===== src/rtl/sprite_rom_arbiter.sv =====
// Round-robin share of one synchronous sprite ROM port among NUM_REQ layers; tagged data returns ROM_LAT+1 cycles after gnt.
// No backpressure: one grant per cycle, requester holds req until it sees gnt. Define SPRITE_ARB_FIXED_PRIO_EN for absolute priority of requester 0.
// Latency: gnt/rom_address registered at edge T, rsp_valid/rsp_id/rsp_data registered at edge T+ROM_LAT+1.
module sprite_rom_arbiter #(
  parameter int NUM_REQ = 4,
  parameter int ADDR_W  = 12,
  parameter int DATA_W  = 2,
  parameter int ROM_LAT = 1,
  parameter int ID_W    = $clog2(NUM_REQ)
) (
  input  logic                      vga_clk,
  input  logic                      reset_n,
  input  logic [NUM_REQ-1:0]        req,
  input  logic [NUM_REQ*ADDR_W-1:0] req_addr,
  output logic [NUM_REQ-1:0]        gnt,
  output logic [ADDR_W-1:0]         rom_address,
  input  logic [DATA_W-1:0]         rom_q,
  output logic                      rsp_valid,
  output logic [ID_W-1:0]           rsp_id,
  output logic [DATA_W-1:0]         rsp_data
);

  logic [ID_W-1:0]                 ptr;
  logic [ID_W-1:0]                 issue_id;
  logic [ROM_LAT-1:0]              pipe_vld;
  logic [ROM_LAT-1:0][ID_W-1:0]    pipe_id;

  logic                            win_vld;
  logic [ID_W-1:0]                 win_id;
  logic [ADDR_W-1:0]               win_addr;
  int                              rr_idx;

  // Search runs from farthest to nearest so the nearest active requester after ptr is assigned last.
  always_comb begin
    win_vld = 1'b0;
    win_id  = '0;
    rr_idx  = 0;
`ifdef SPRITE_ARB_FIXED_PRIO_EN
    for (int k = NUM_REQ - 1; k >= 1; k--) begin
      rr_idx = 1 + ((int'(ptr) - 1 + k) % (NUM_REQ - 1));
      if (req[ID_W'(rr_idx)]) begin
        win_vld = 1'b1;
        win_id  = ID_W'(rr_idx);
      end
    end
    if (req[0]) begin
      win_vld = 1'b1;
      win_id  = '0;
    end
`else
    for (int k = NUM_REQ; k >= 1; k--) begin
      rr_idx = (int'(ptr) + k) % NUM_REQ;
      if (req[ID_W'(rr_idx)]) begin
        win_vld = 1'b1;
        win_id  = ID_W'(rr_idx);
      end
    end
`endif
    win_addr = req_addr[int'(win_id)*ADDR_W +: ADDR_W];
  end

  always_ff @(posedge vga_clk) begin
    if (!reset_n) begin
      gnt         <= '0;
      rom_address <= '0;
      ptr         <= ID_W'(NUM_REQ - 1);
      issue_id    <= '0;
      pipe_vld    <= '0;
      pipe_id     <= '0;
      rsp_valid   <= 1'b0;
      rsp_id      <= '0;
      rsp_data    <= '0;
    end else begin
      if (win_vld) begin
        gnt         <= NUM_REQ'(1) << win_id;
        rom_address <= win_addr;
`ifdef SPRITE_ARB_FIXED_PRIO_EN
        // The background layer never moves the rotation among the other layers.
        if (win_id != '0)
          ptr <= win_id;
`else
        ptr <= win_id;
`endif
      end else begin
        gnt <= '0;
      end
      issue_id <= win_id;

      // Tag pipe: stage ROM_LAT-1 lines up with the cycle rom_q holds the granted word.
      pipe_vld[0] <= |gnt;
      pipe_id[0]  <= issue_id;
      for (int k = 1; k < ROM_LAT; k++) begin
        pipe_vld[k] <= pipe_vld[k-1];
        pipe_id[k]  <= pipe_id[k-1];
      end

      rsp_valid <= pipe_vld[ROM_LAT-1];
      rsp_id    <= pipe_id[ROM_LAT-1];
      if (pipe_vld[ROM_LAT-1])
        rsp_data <= rom_q;
    end
  end

endmodule


===== config.mk =====
export PLATFORM = sky130hd
export DESIGN_NAME = sprite_rom_arbiter
export DESIGN_NICKNAME = d
export VERILOG_FILES = /design/src/rtl/sprite_rom_arbiter.sv
export SDC_FILE = /design/constraint.sdc
export NUM_CORES = 1
export LEC_CHECK = 0
export ABC_AREA = 1
export CORE_MARGIN = 4
export CORE_UTILIZATION = 43
export CTS_CLUSTER_SIZE = 24
export DETAILED_ROUTE_END_ITERATION = 10
export GPL_TIMING_DRIVEN = 0
export PLACE_DENSITY = 0.8
export RECOVER_POWER = 25
export SLEW_MARGIN = 10
export SYNTH_ARGS = -nofsm -noshare
export SYNTH_HDL_FRONTEND = slang
export SYNTH_SLANG_ARGS = --single-unit

===== constraint.sdc =====
create_clock -name vga_clk -period 2.23 [get_ports vga_clk]
set_input_delay 0.669 -clock vga_clk [delete_from_list [all_inputs] [get_ports vga_clk]]
set_output_delay 0.669 -clock vga_clk [all_outputs]
set_load 0.1 [all_outputs]

# Word-level counts from Yosys, hierarchy flattened
# Index checks and enable logic that the tools add are counted.
[word_totals]
input_bits = 56
reg_bits = 28
output_inout_bits = 21
elab_cells = 42
[classes]
n_addsub = 4
n_lt_le_gt_ge = 4
n_reduce_logical = 2
shifts = 2
n_mul = 1
n_mux = 20
[ops]
columns = ["op", "n"]
rows = [
  ["$shiftx A48 B7 Y12", 1],
  ["$lt A2 B4 Y1 const B", 4],
  ["$mux W1", 12],
  ["$bmux W1 S2", 4],
  ["$mux W2", 4],
  ["$add A2 B1 Y2 const B", 2],
  ["$add A2 B2 Y2 const B", 2],
  ["$mul A2 B2 Y4 const B", 1],
  ["$reduce_or A4 Y1", 1],
  ["$shl A1 B2 Y4 const A", 1],
  ["$reduce_and A2 Y1", 1],
]

# Depth between registers and ports, before layout
# Gate-level depths: netlist of the first run.
[depth]
word_depth = 10
mapped_depth = 16
depth_no_buf = 14

# Least setup slack after synthesis of the first run
# OpenSTA, ideal clock, no wires.
[synth_path]
path_kind = "in2reg"
from = "input req[3]"
to = "register rom_address[10]"
path_slack_ns = 0.417
setup_time_ns = 0.109
arrival_ns = 1.705
cell_stages = 14
t_required_ns = 2.121
n_path_buf = 1
path_cell_list = "inv_1 o21ai_1 nand2_1 nand2_1 nand2_2 nand2_2 nand2_4 nand2_4 buf_6 nand2_1 nand3_1 nand3_1 nand2_1 inv_1"
[synth_via]
elab_chain_cells = 9
elab_cells_between_ends = 22
cone_classes = "1 x mul; 1 x shift; 20 x mux"
[synth_rtl]
columns = ["item", "line_no", "text"]
rows = [
  ["start: declaration", "13", "input logic [NUM_REQ-1:0] req,"],
  ["$bmux W1 S2", "53", "if (req[ID_W'(rr_idx)]) begin"],
  ["$mux W1 (not written as such) (2 in a row)", "53", ""],
  ["$mux W2 (4 in a row)", "53", ""],
  ["$mul A2 B2 Y4", "59", "win_addr = req_addr[int'(win_id)*ADDR_W +: ADDR_W];"],
  ["$shiftx A48 B7 Y12", "59", ""],
  ["end signal: assignment", "76", "rom_address <= win_addr;"],
  ["end: declaration", "16", "output logic [ADDR_W-1:0] rom_address,"],
]
# Several ways; a longest one is shown, not always the timed one. The select of a mux whose other input is x is not followed.
# A chain may end at the register's enable or synchronous reset.

# Worst setup path in the final report of the first run
[layout_path]
from = "register rom_address[7]"
to = "output rom_address[7]"
# No word-level cell between the ends.

==> flow_summary.ini, run 1 <==
[timing]
period_minus_slack_ps = 2189
relSlewSlack = 0.3309
worstMarginPinSlew_ps = 1008
finalCritPeriodShare = 0.9816
max_freq_ghz = 0.4568
fin_skew_ps = 4.338
slew_viol_final = 0
setup_viol_count_final = 0
finalHoldViolCount = 0
finalHoldWorstSlack_ps = 422.2
tns_ps = 0

[power]
combPwrFrac = 0.759
p_int_mw = 2.133
p_seq_frac = 0.159
total_power_mw = 4.859
leakagePower_nw = 1.743
switchingPower_mw = 2.726
clkPwrFrac = 0.082
peakVddDrop_mv = 0.8765
swShare = 0.5610
powerDensity_nw_per_um2 = 1661

[worst_hold_path]
hold_class = reg -> reg
hp-start = pipe_id[0]$_SDFF_PN0_

[final_layout]
area.growth.synth_to_final_pct = 60.91
finish.net_count = 454
finalInstanceArea_um2 = 2925
diodes = 0
drive_gt1_frac = 0.1310
fillers = 363

[logic_synthesis]
ys_seq_elements = 28
synthTopCellsByArea = dfxtp_1 31%, nand3_1 21%, inv_1 18%
yosysMostFrequentCell = inv_1
synthCells = 305
async_reset_ff_frac = 0
synthesis.nets = 361
synth_flop_cell = dfxtp_1
yosys_warnings = 0
synth_common_cells = 89 x inv_1, 77 x nand3_1, 55 x nand2_1, 28 x dfxtp_1, 9 x o21ai_0
synth_edf_count = 0
ys_seq_area_frac = 0.3083
synth_top_area_frac = 0.3083
synth_area_leader_cell = dfxtp_1
synth.avg_cell_area_um2 = 5.961
yosysUniqueCellTypes = 21
synthesis.area_um2 = 1818

[global_route]
grt_max_degree = 17
antenna_found_initial = 0
grt_pass1_vias = 1821
overflow = 0
grt.total_usage = 0.1862
grt_pass1_wl_mm = 7.831

[setup_path]
path_cells = dlygate4sd2_1
worstPathRequired_ps = 1560
worstSetupStartpoint = rom_address[7]$_SDFFE_PN0P_
path_buf_inv = 1
crit_path_end_kind = output port
crit_slowest_cell = dlygate4sd2_1
rr_startpoint = ptr[0]$_SDFFE_PN1P_
cpPeakStageDelay_ps = 890
cpLargestDelayFamily = buffers and inverters
arrival_ps = 1520
critPathKind = reg -> out
crit_fanout = 2
start_kind = flop

[clock_tree]
tritoncts = built
clk_latency_ps = 270
htreeDepth = 1
hold_buffers = 0
clkSinkCount = 28
cts_buffer_depth = 2
clk_pin_slew_ps = 100
root_buffer = clkbuf_8
cts_made_buffers = 3

[placement]
placed_area_um2 = 2641
gp_congestion = 0.8803
dp_hpwl_mm = 3.916
portBuffers = 76

[floorplan]
die_w_um = 73.02
num_io_pins = 77
die-height_um = 73.02
core-area_um2 = 4058
die_area_um2 = 5332
start_util = 0.4480
num_rows = 23

[routing]
drtIter0Drc = 148
drt.antenna.violating_nets = 0
totalWireLength_mm = 5.564
wire_per_inst_um = 12.45
vias_per_cell = 4.908
dr.pass1.iters = 4
drc_errors = 0
num_vias = 2194

[job]
max_cap_violations = 0

[outcome]
outcome = complete, no violations
## power groups by stage
| stage | clock network (mW) | registers (mW) | logic (mW) |
|---|---|---|---|
| after global placement | 0 | 0.784 | 3.11 |
| after detailed placement | 0 | 0.787 | 3.15 |
| final | 0.398 | 0.773 | 3.69 |
| after global routing | 0.417 | 0.796 | 3.93 |
| after floorplan | 0 | 1.76 | 1.44 |
| after CTS | 0.397 | 0.772 | 3.06 |
## timing repair
action                                  in CTS  in global routing
endpoints found under the setup margin      21                 16
setup buffers                                0                  7
cloned                                       0                  5
resized for setup                           21                 42
pin swaps                                    0                 12
## worst register-to-register path, cell delays in order, from the launching register on
cell	delay (ps)
dfxtp_1	330
buf_6	180
inv_4	80
nand2_2	80
nand2_2	60
nand2_1	100
nand2_1	80
inv_2	140
nand2_4	100
nand2_8	120
buf_6	120
nand3_1	90
nand3_1	120
nand3_1	100
nand2_1	80
inv_1	30
## sequential cells by signal (all words and copies together), names as in the netlist
name	count
rsp_valid	1
issue_id	2
pipe_vld	1
rom_address	12
rsp_id	2
gnt	4
pipe_id	2
ptr	2
rsp_data	2
## per-layer routing
layer / up-vias / wire length, um / global-route usage
li1: 1107 / - / -
met1: 962 / 2190 / 0.2215
met2: 113 / 2679 / 0.3337
met3: 12 / 594 / 0.04821
met4: 0 / 99 / 0.03893
met5: - / 0 / 0
## cells in the final DEF, fill, tap and decap left out, types with 2 or more instances in the layout
master	synthesis	routed
inv_1	89	88
nand3_1	77	73
clkdlybuf4s50_1	0	51
nand2_1	55	49
dfxtp_1	28	28
dlygate4sd2_1	0	20
nand2_2	6	11
o21ai_0	9	9
nor2_1	8	8
buf_4	2	8
buf_6	3	7
nand3_2	0	5
o21ai_1	6	5
buf_2	8	4
buf_8	0	3
clkbuf_8	0	3
dlymetal6s2s_1	0	3
inv_2	1	2
nand2_4	2	2
nand2_8	0	2
clkbuf_1	2	2
nor3_1	2	2
o211ai_1	2	2
## final timing paths
check / slack, ps / cells past startpoint / to
setup / recovery: 40 / 1 / rom_address[7]
setup reg to reg: 350 / 15 / rom_address[10]$_SDFFE_PN0P_
hold / removal: 420 / 2 / rsp_id[0]$_SDFF_PN0_
hold reg to reg: 420 / 2 / rsp_id[0]$_SDFF_PN0_
## logic make-up after synthesis
kind of cell	after synthesis	synth area share
AO/OA/AOI/OAI	18	0.05230
buffers and inverters	106	0.2423
flip-flops	28	0.3083
AND/OR/NAND/NOR	153	0.3971
## final cells by class
cell class / instances / area, um2 / area share
timing repair buffer: 86 / 837.1 / 0.2861
clock buffer: 3 / 41.29 / 0.01411
clock inverter: 1 / 30.03 / 0.01027
multi-input combinational: 173 / 907.1 / 0.3101
inverter: 91 / 344.1 / 0.1176
buffer: 15 / 142.6 / 0.04876
sequential: 28 / 560.5 / 0.1916
tap: 50 / 62.56 / 0.02139
## metrics by stage
| stage | util | instances | setup WS [ps] |
|---|---|---|---|
| after floorplan | - | 305 | 416.6 |
| after global placement | 0.6509 | 431 | -252.7 |
| after detailed placement | 0.6509 | 431 | -269.3 |
| after CTS | 0.6620 | 435 | 14.74 |
| after global routing | 0.7209 | 447 | -21.20 |
| final | 0.7209 | 447 | 40.99 |
Note: power is estimated with default switching activity, not from simulation.
==> run 2: changes to the inputs <==
Settings changed: ABC_AREA 1 to 0, CORE_UTILIZATION 43 to 36, PLACE_DENSITY 0.8 to 0.78.
==> flow_summary.ini, run 2 <==
[setup_path]
critPathKind = reg -> out
crit_path_end_kind = output port
reg2reg_depth = 6
cpPeakStageDelay_ps = 830
crit_slowest_cell = clkdlybuf4s15_1
rr_startpoint = ptr[1]$_SDFFE_PN1P_
r2r_end = rom_address[3]$_SDFFE_PN0P_
arrival_ps = 1510
worstPathRequired_ps = 1560
path_cells = clkdlybuf4s15_1
path_buf_inv = 1
rrSetupSlack_ps = 360
start_kind = flop
crit_fanout = 2
cpLargestDelayFamily = buffers and inverters

[routing]
drt.antenna.violating_nets = 0
met3RoutedLength_um = 327
highest_layer = met4
totalWireLength_mm = 3.591
drc_errors = 0
vias_per_cell = 5.020
wl_met2_mm = 1.802
dr.pass1.iters = 4
num_vias = 1225
wire_per_inst_um = 14.72
wl_met1_mm = 1.393
drtIter0Drc = 38

[final_layout]
drive_gt1_frac = 0.1300
area.growth.synth_to_final_pct = 65.32
final_common_cell = clkdlybuf4s50_1
final_cell_mix = 51 x clkdlybuf4s50_1, 28 x dfxtp_1, 26 x mux2i_1, 17 x clkbuf_2, 13 x nand2_1
finish.net_count = 257
final_core_util = 0.6388
reg_top3 = rom_address x12, gnt x4
instances_no_fill = 244
finalInstanceArea_um2 = 1998
largest_register = rom_address
largest_reg_flops = 12
diodes = 0

[timing]
fin_skew_ps = 9.850
period_minus_slack_ps = 2179
max_freq_ghz = 0.4590
finalHoldWorstSlack_ps = 455.4
rsz0062_at_grt = false
setup_ws_ps = 51.38
setup_viol_count_final = 0
finalHoldViolCount = 0
worstMarginPinSlew_ps = 967.4
slew_viol_final = 0
tns_ps = 0
relSlewSlack = 0.3576
finalCritPeriodShare = 0.9770

[global_route]
antenna_found_initial = 0
grt_pass1_vias = 1312
grt_pass1_wl_mm = 5.616
grt.total_usage = 0.1670
overflow = 0
grt_max_degree = 17

[outcome]
outcome = complete, no violations

[logic_synthesis]
yosysUniqueCellTypes = 22
synth_common_cells = 28 x dfxtp_1, 27 x mux2i_1, 13 x nand2_1, 12 x o221ai_1, 7 x nor2_1
ys_seq_area_frac = 0.4638
synthCells = 121
synthTopCellsByArea = dfxtp_1 46%, mux2i_1 22%, o221ai_1 8.7%
synth_area_leader_cell = dfxtp_1
yosys_warnings = 0
synth_flop_cell = dfxtp_1
synthesis.area_um2 = 1209
synth_top_area_frac = 0.4638
ys_seq_elements = 28
synth_edf_count = 0
async_reset_ff_frac = 0
synthesis.nets = 177
yosysMostFrequentCell = dfxtp_1
synth.avg_cell_area_um2 = 9.989

[worst_hold_path]
whs_endpoint = rsp_id[0]$_SDFF_PN0_
hp-start = pipe_id[0]$_SDFF_PN0_
hold_class = reg -> reg
holdPathStages = 1

[placement]
dp_cells = 241
dp_hpwl_mm = 2.874
place_ws_ps = -490.4
portBuffers = 76
placed_area_um2 = 2024
gp_congestion = 0.7153

[floorplan]
die-height_um = 65.94
die_area_um2 = 4348
num_rows = 20
start_util = 0.3864
die_w_um = 65.94
core-area_um2 = 3128
num_io_pins = 77

[clock_tree]
clk_pin_slew_ps = 150
htreeDepth = 1
clk_latency_ps = 330
cts_setup_buffers = 0
cts_made_buffers = 3
root_buffer = clkbuf_4
clkSinkCount = 28
tritoncts = built
cts_buffer_depth = 2

[job]
max_cap_violations = 0

[power]
total_power_mw = 1.585
peakVddDrop_mv = 0.3508
powerDensity_nw_per_um2 = 793.4
leakagePower_nw = 0.9165
[run 2: worst max path at each step]
stage / end / depth (start not counted) / startpoint
after floorplan: rom_address[11]$_SDFFE_PN0P_ / 6 / req[3]
after detailed placement: rom_address[4]$_SDFFE_PN0P_ / 6 / req[3]
after CTS: rom_address[2] / 1 / rom_address[2]$_SDFFE_PN0P_
final: rom_address[0] / 1 / rom_address[0]$_SDFFE_PN0P_
after global placement: rom_address[7]$_SDFFE_PN0P_ / 6 / req[3]
after global routing: rsp_id[0] / 1 / rsp_id[0]$_SDFF_PN0_
[run 2: report_power, final]
group / switching, mW / internal, mW / leakage [nW]
sequential: 0.0329 / 0.558 / 0.231
clock: 0.149 / 0.182 / 0.0279
combinational: 0.460 / 0.205 / 0.657
[run 2: routing by layer]
metal / track usage / vias up
met4: 0.08122 / 0
li1: - / 597
met5: 0 / -
met1: 0.1634 / 552
met3: 0.05782 / 10
met2: 0.3091 / 66
[run 2: layout make-up]
cell class	instances	area, um2
multi-input combinational	82	599.3
buffer	6	35.03
timing repair buffer	76	680.7
clock inverter	1	30.03
inverter	4	15.01
fill	265	1130
sequential	28	560.5
tap	44	55.05
clock buffer	3	22.52
[run 2: cell families after synthesis]
logic type	share of synthesized area
AO/OA/AOI/OAI	0.1346
buffers and inverters	0.04347
flip-flops	0.4638
multiplexers	0.2236
AND/OR/NAND/NOR	0.1346
[run 2: repair_timing]
action / CTS / global route
hold buffers: 0 / 0
gates resized for setup: 38 / 27
endpoints found under the setup margin: 32 / 31
endpoints found under the hold margin: 0 / 0
==> run 3: changes to the inputs <==
Settings changed: REMOVE_ABC_BUFFERS set to 1.
==> flow_summary.ini, run 3 (synthesis gave the netlist of run 2 again) <==
[routing]
drtIter0Drc = 81
drc_errors = 0
totalWireLength_mm = 3.849
num_vias = 1243
wire_per_inst_um = 15.71
vias_per_cell = 5.073
drt.antenna.violating_nets = 0
dr.pass1.iters = 4

[power]
leakagePower_nw = 0.9315
peakVddDrop_mv = 0.3789
powerDensity_nw_per_um2 = 773.5

[worst_hold_path]
hold_class = reg -> reg
holdPathStages = 1

[timing]
fin_skew_ps = 6.197
finalHoldWorstSlack_ps = 451.5
worstMarginPinSlew_ps = 974.1
finalHoldViolCount = 0
period_minus_slack_ps = 2198
max_freq_ghz = 0.4549
setup_viol_count_final = 0
setup_ws_ps = 31.84
finalCritPeriodShare = 0.9857
relSlewSlack = 0.3531
slew_viol_final = 0

[global_route]
busiest_layer = met2
grt_pass1_vias = 1171
grt_pass1_wl_mm = 5.064
use_met2 = 0.2866
grt.total_usage = 0.1508
gr-usage-met3 = 0.06122
antenna_found_initial = 0
grt_max_degree = 31
overflow = 0
grtUsageMet1 = 0.1503

[setup_path]
worstPathRequired_ps = 2450
reg2reg_depth = 4
cpPeakStageDelay_ps = 490
arrival_ps = 2410
start_kind = primary input
critPathKind = in -> reg
path_cells = clkdlybuf4s50_1, o21ai_0, o21ai_1, a211o_2, buf_4, mux2i_1, o221ai_1
crit_fanout = 8
crit_slowest_cell = clkdlybuf4s50_1
crit_path_end_kind = flop

[final_layout]
finish.net_count = 258
reg_top3 = rom_address x12, gnt x4
area.growth.synth_to_final_pct = 74.53
final_common_cell = clkdlybuf4s50_1
final_cell_mix = 54 x clkdlybuf4s50_1, 28 x dfxtp_1, 27 x mux2i_1, 13 x nand2_1, 12 x o221ai_1
drive_gt1_frac = 0.1343
largest_reg_flops = 12
diodes = 0
largest_register = rom_address

[clock_tree]
clkSinkCount = 28
clk_pin_slew_ps = 150
cts_buffer_depth = 2
clk_latency_ps = 330
tritoncts = built
cts_made_buffers = 3
htreeDepth = 1
root_buffer = clkbuf_4

[floorplan]
die_w_um = 65.94
start_util = 0.3864
core-area_um2 = 3128
die-height_um = 65.94
num_rows = 20
die_area_um2 = 4348
num_io_pins = 77

[placement]
place_ws_ps = -560.7
portBuffers = 76
gp_congestion = 0.7126
dp_hpwl_mm = 2.683

[outcome]
outcome = complete, no violations

[job]
max_cap_violations = 0
==> run 3: cell types whose count changed in the layout (fill, tap and decap cells not counted), moves of 2 or more <==
cell,change
clkbuf_2,-8
clkdlybuf4s15_1,+6
buf_4,+4
buf_2,-3
clkdlybuf4s50_1,+3
a211o_4,+2
o21ai_1,-2
or4_4,+2
==> run 3: area by class of cell <==
class / count / area (um2)
fillers: 250 / 1018
clock inverters: 1 / 30.03
inverters: 4 / 15.01
multi-input cells: 85 / 681.9
clock buffers: 3 / 22.52
repair buffers: 80 / 744.5
flip-flops and latches: 28 / 560.5
well taps: 44 / 55.05
==> run 3: worst max-delay path: cells and delay by family <==
family	cells	cell delay, ps
AOI/OAI and AO/OA	4	900
buffers and inverters	2	670
muxes	1	160
==> run 3: where the power goes <==
part           internal [mW]  total [mW]  leakage (nW)  switching [mW]
combinational          0.234       0.707         0.672           0.474
clock                  0.182       0.331        0.0279           0.149
sequential             0.557       0.593         0.231          0.0358
==> run 3: per-stage QoR <==
step	instances	setup TNS [ps]	total power [mW]	cell area [um2]	util
after floorplan	114	-622.2	1.067	1171	-
after global placement	234	-14100	1.281	1987	0.6352
after detailed placement	234	-8626	1.291	1988	0.6356
after CTS	238	0	1.590	2034	0.6504
after global routing	245	-7.185	1.685	2110	0.6744
final	245	0	1.632	2110	0.6744
==> run 3: worst paths after layout <==
kind	start	end	slack (ps)
hold reg to reg	issue_id[0]$_SDFF_PN0_	pipe_id[0]$_SDFF_PN0_	450
setup reg to reg	ptr[1]$_SDFFE_PN1P_	rom_address[7]$_SDFFE_PN0P_	290
setup / recovery	req[1]	rom_address[2]$_SDFFE_PN0P_	30
hold / removal	issue_id[0]$_SDFF_PN0_	pipe_id[0]$_SDFF_PN0_	450
==> run 3: timing repair <==
action | CTS | global route
pin swaps | 0 | 4
hold buffers | 0 | 0
endpoints found under the hold margin | 0 | 0
gates cloned | 0 | 3
setup endpoints to repair | 37 | 30
gates resized for setup | 28 | 33
buffers inserted | 0 | 4
==> run 3: routing by layer <==
layer	vias up	part of all wire
li1	608	-
met1	568	0.38
met2	62	0.51
met3	5	0.093
met4	0	0.012
met5	-	0
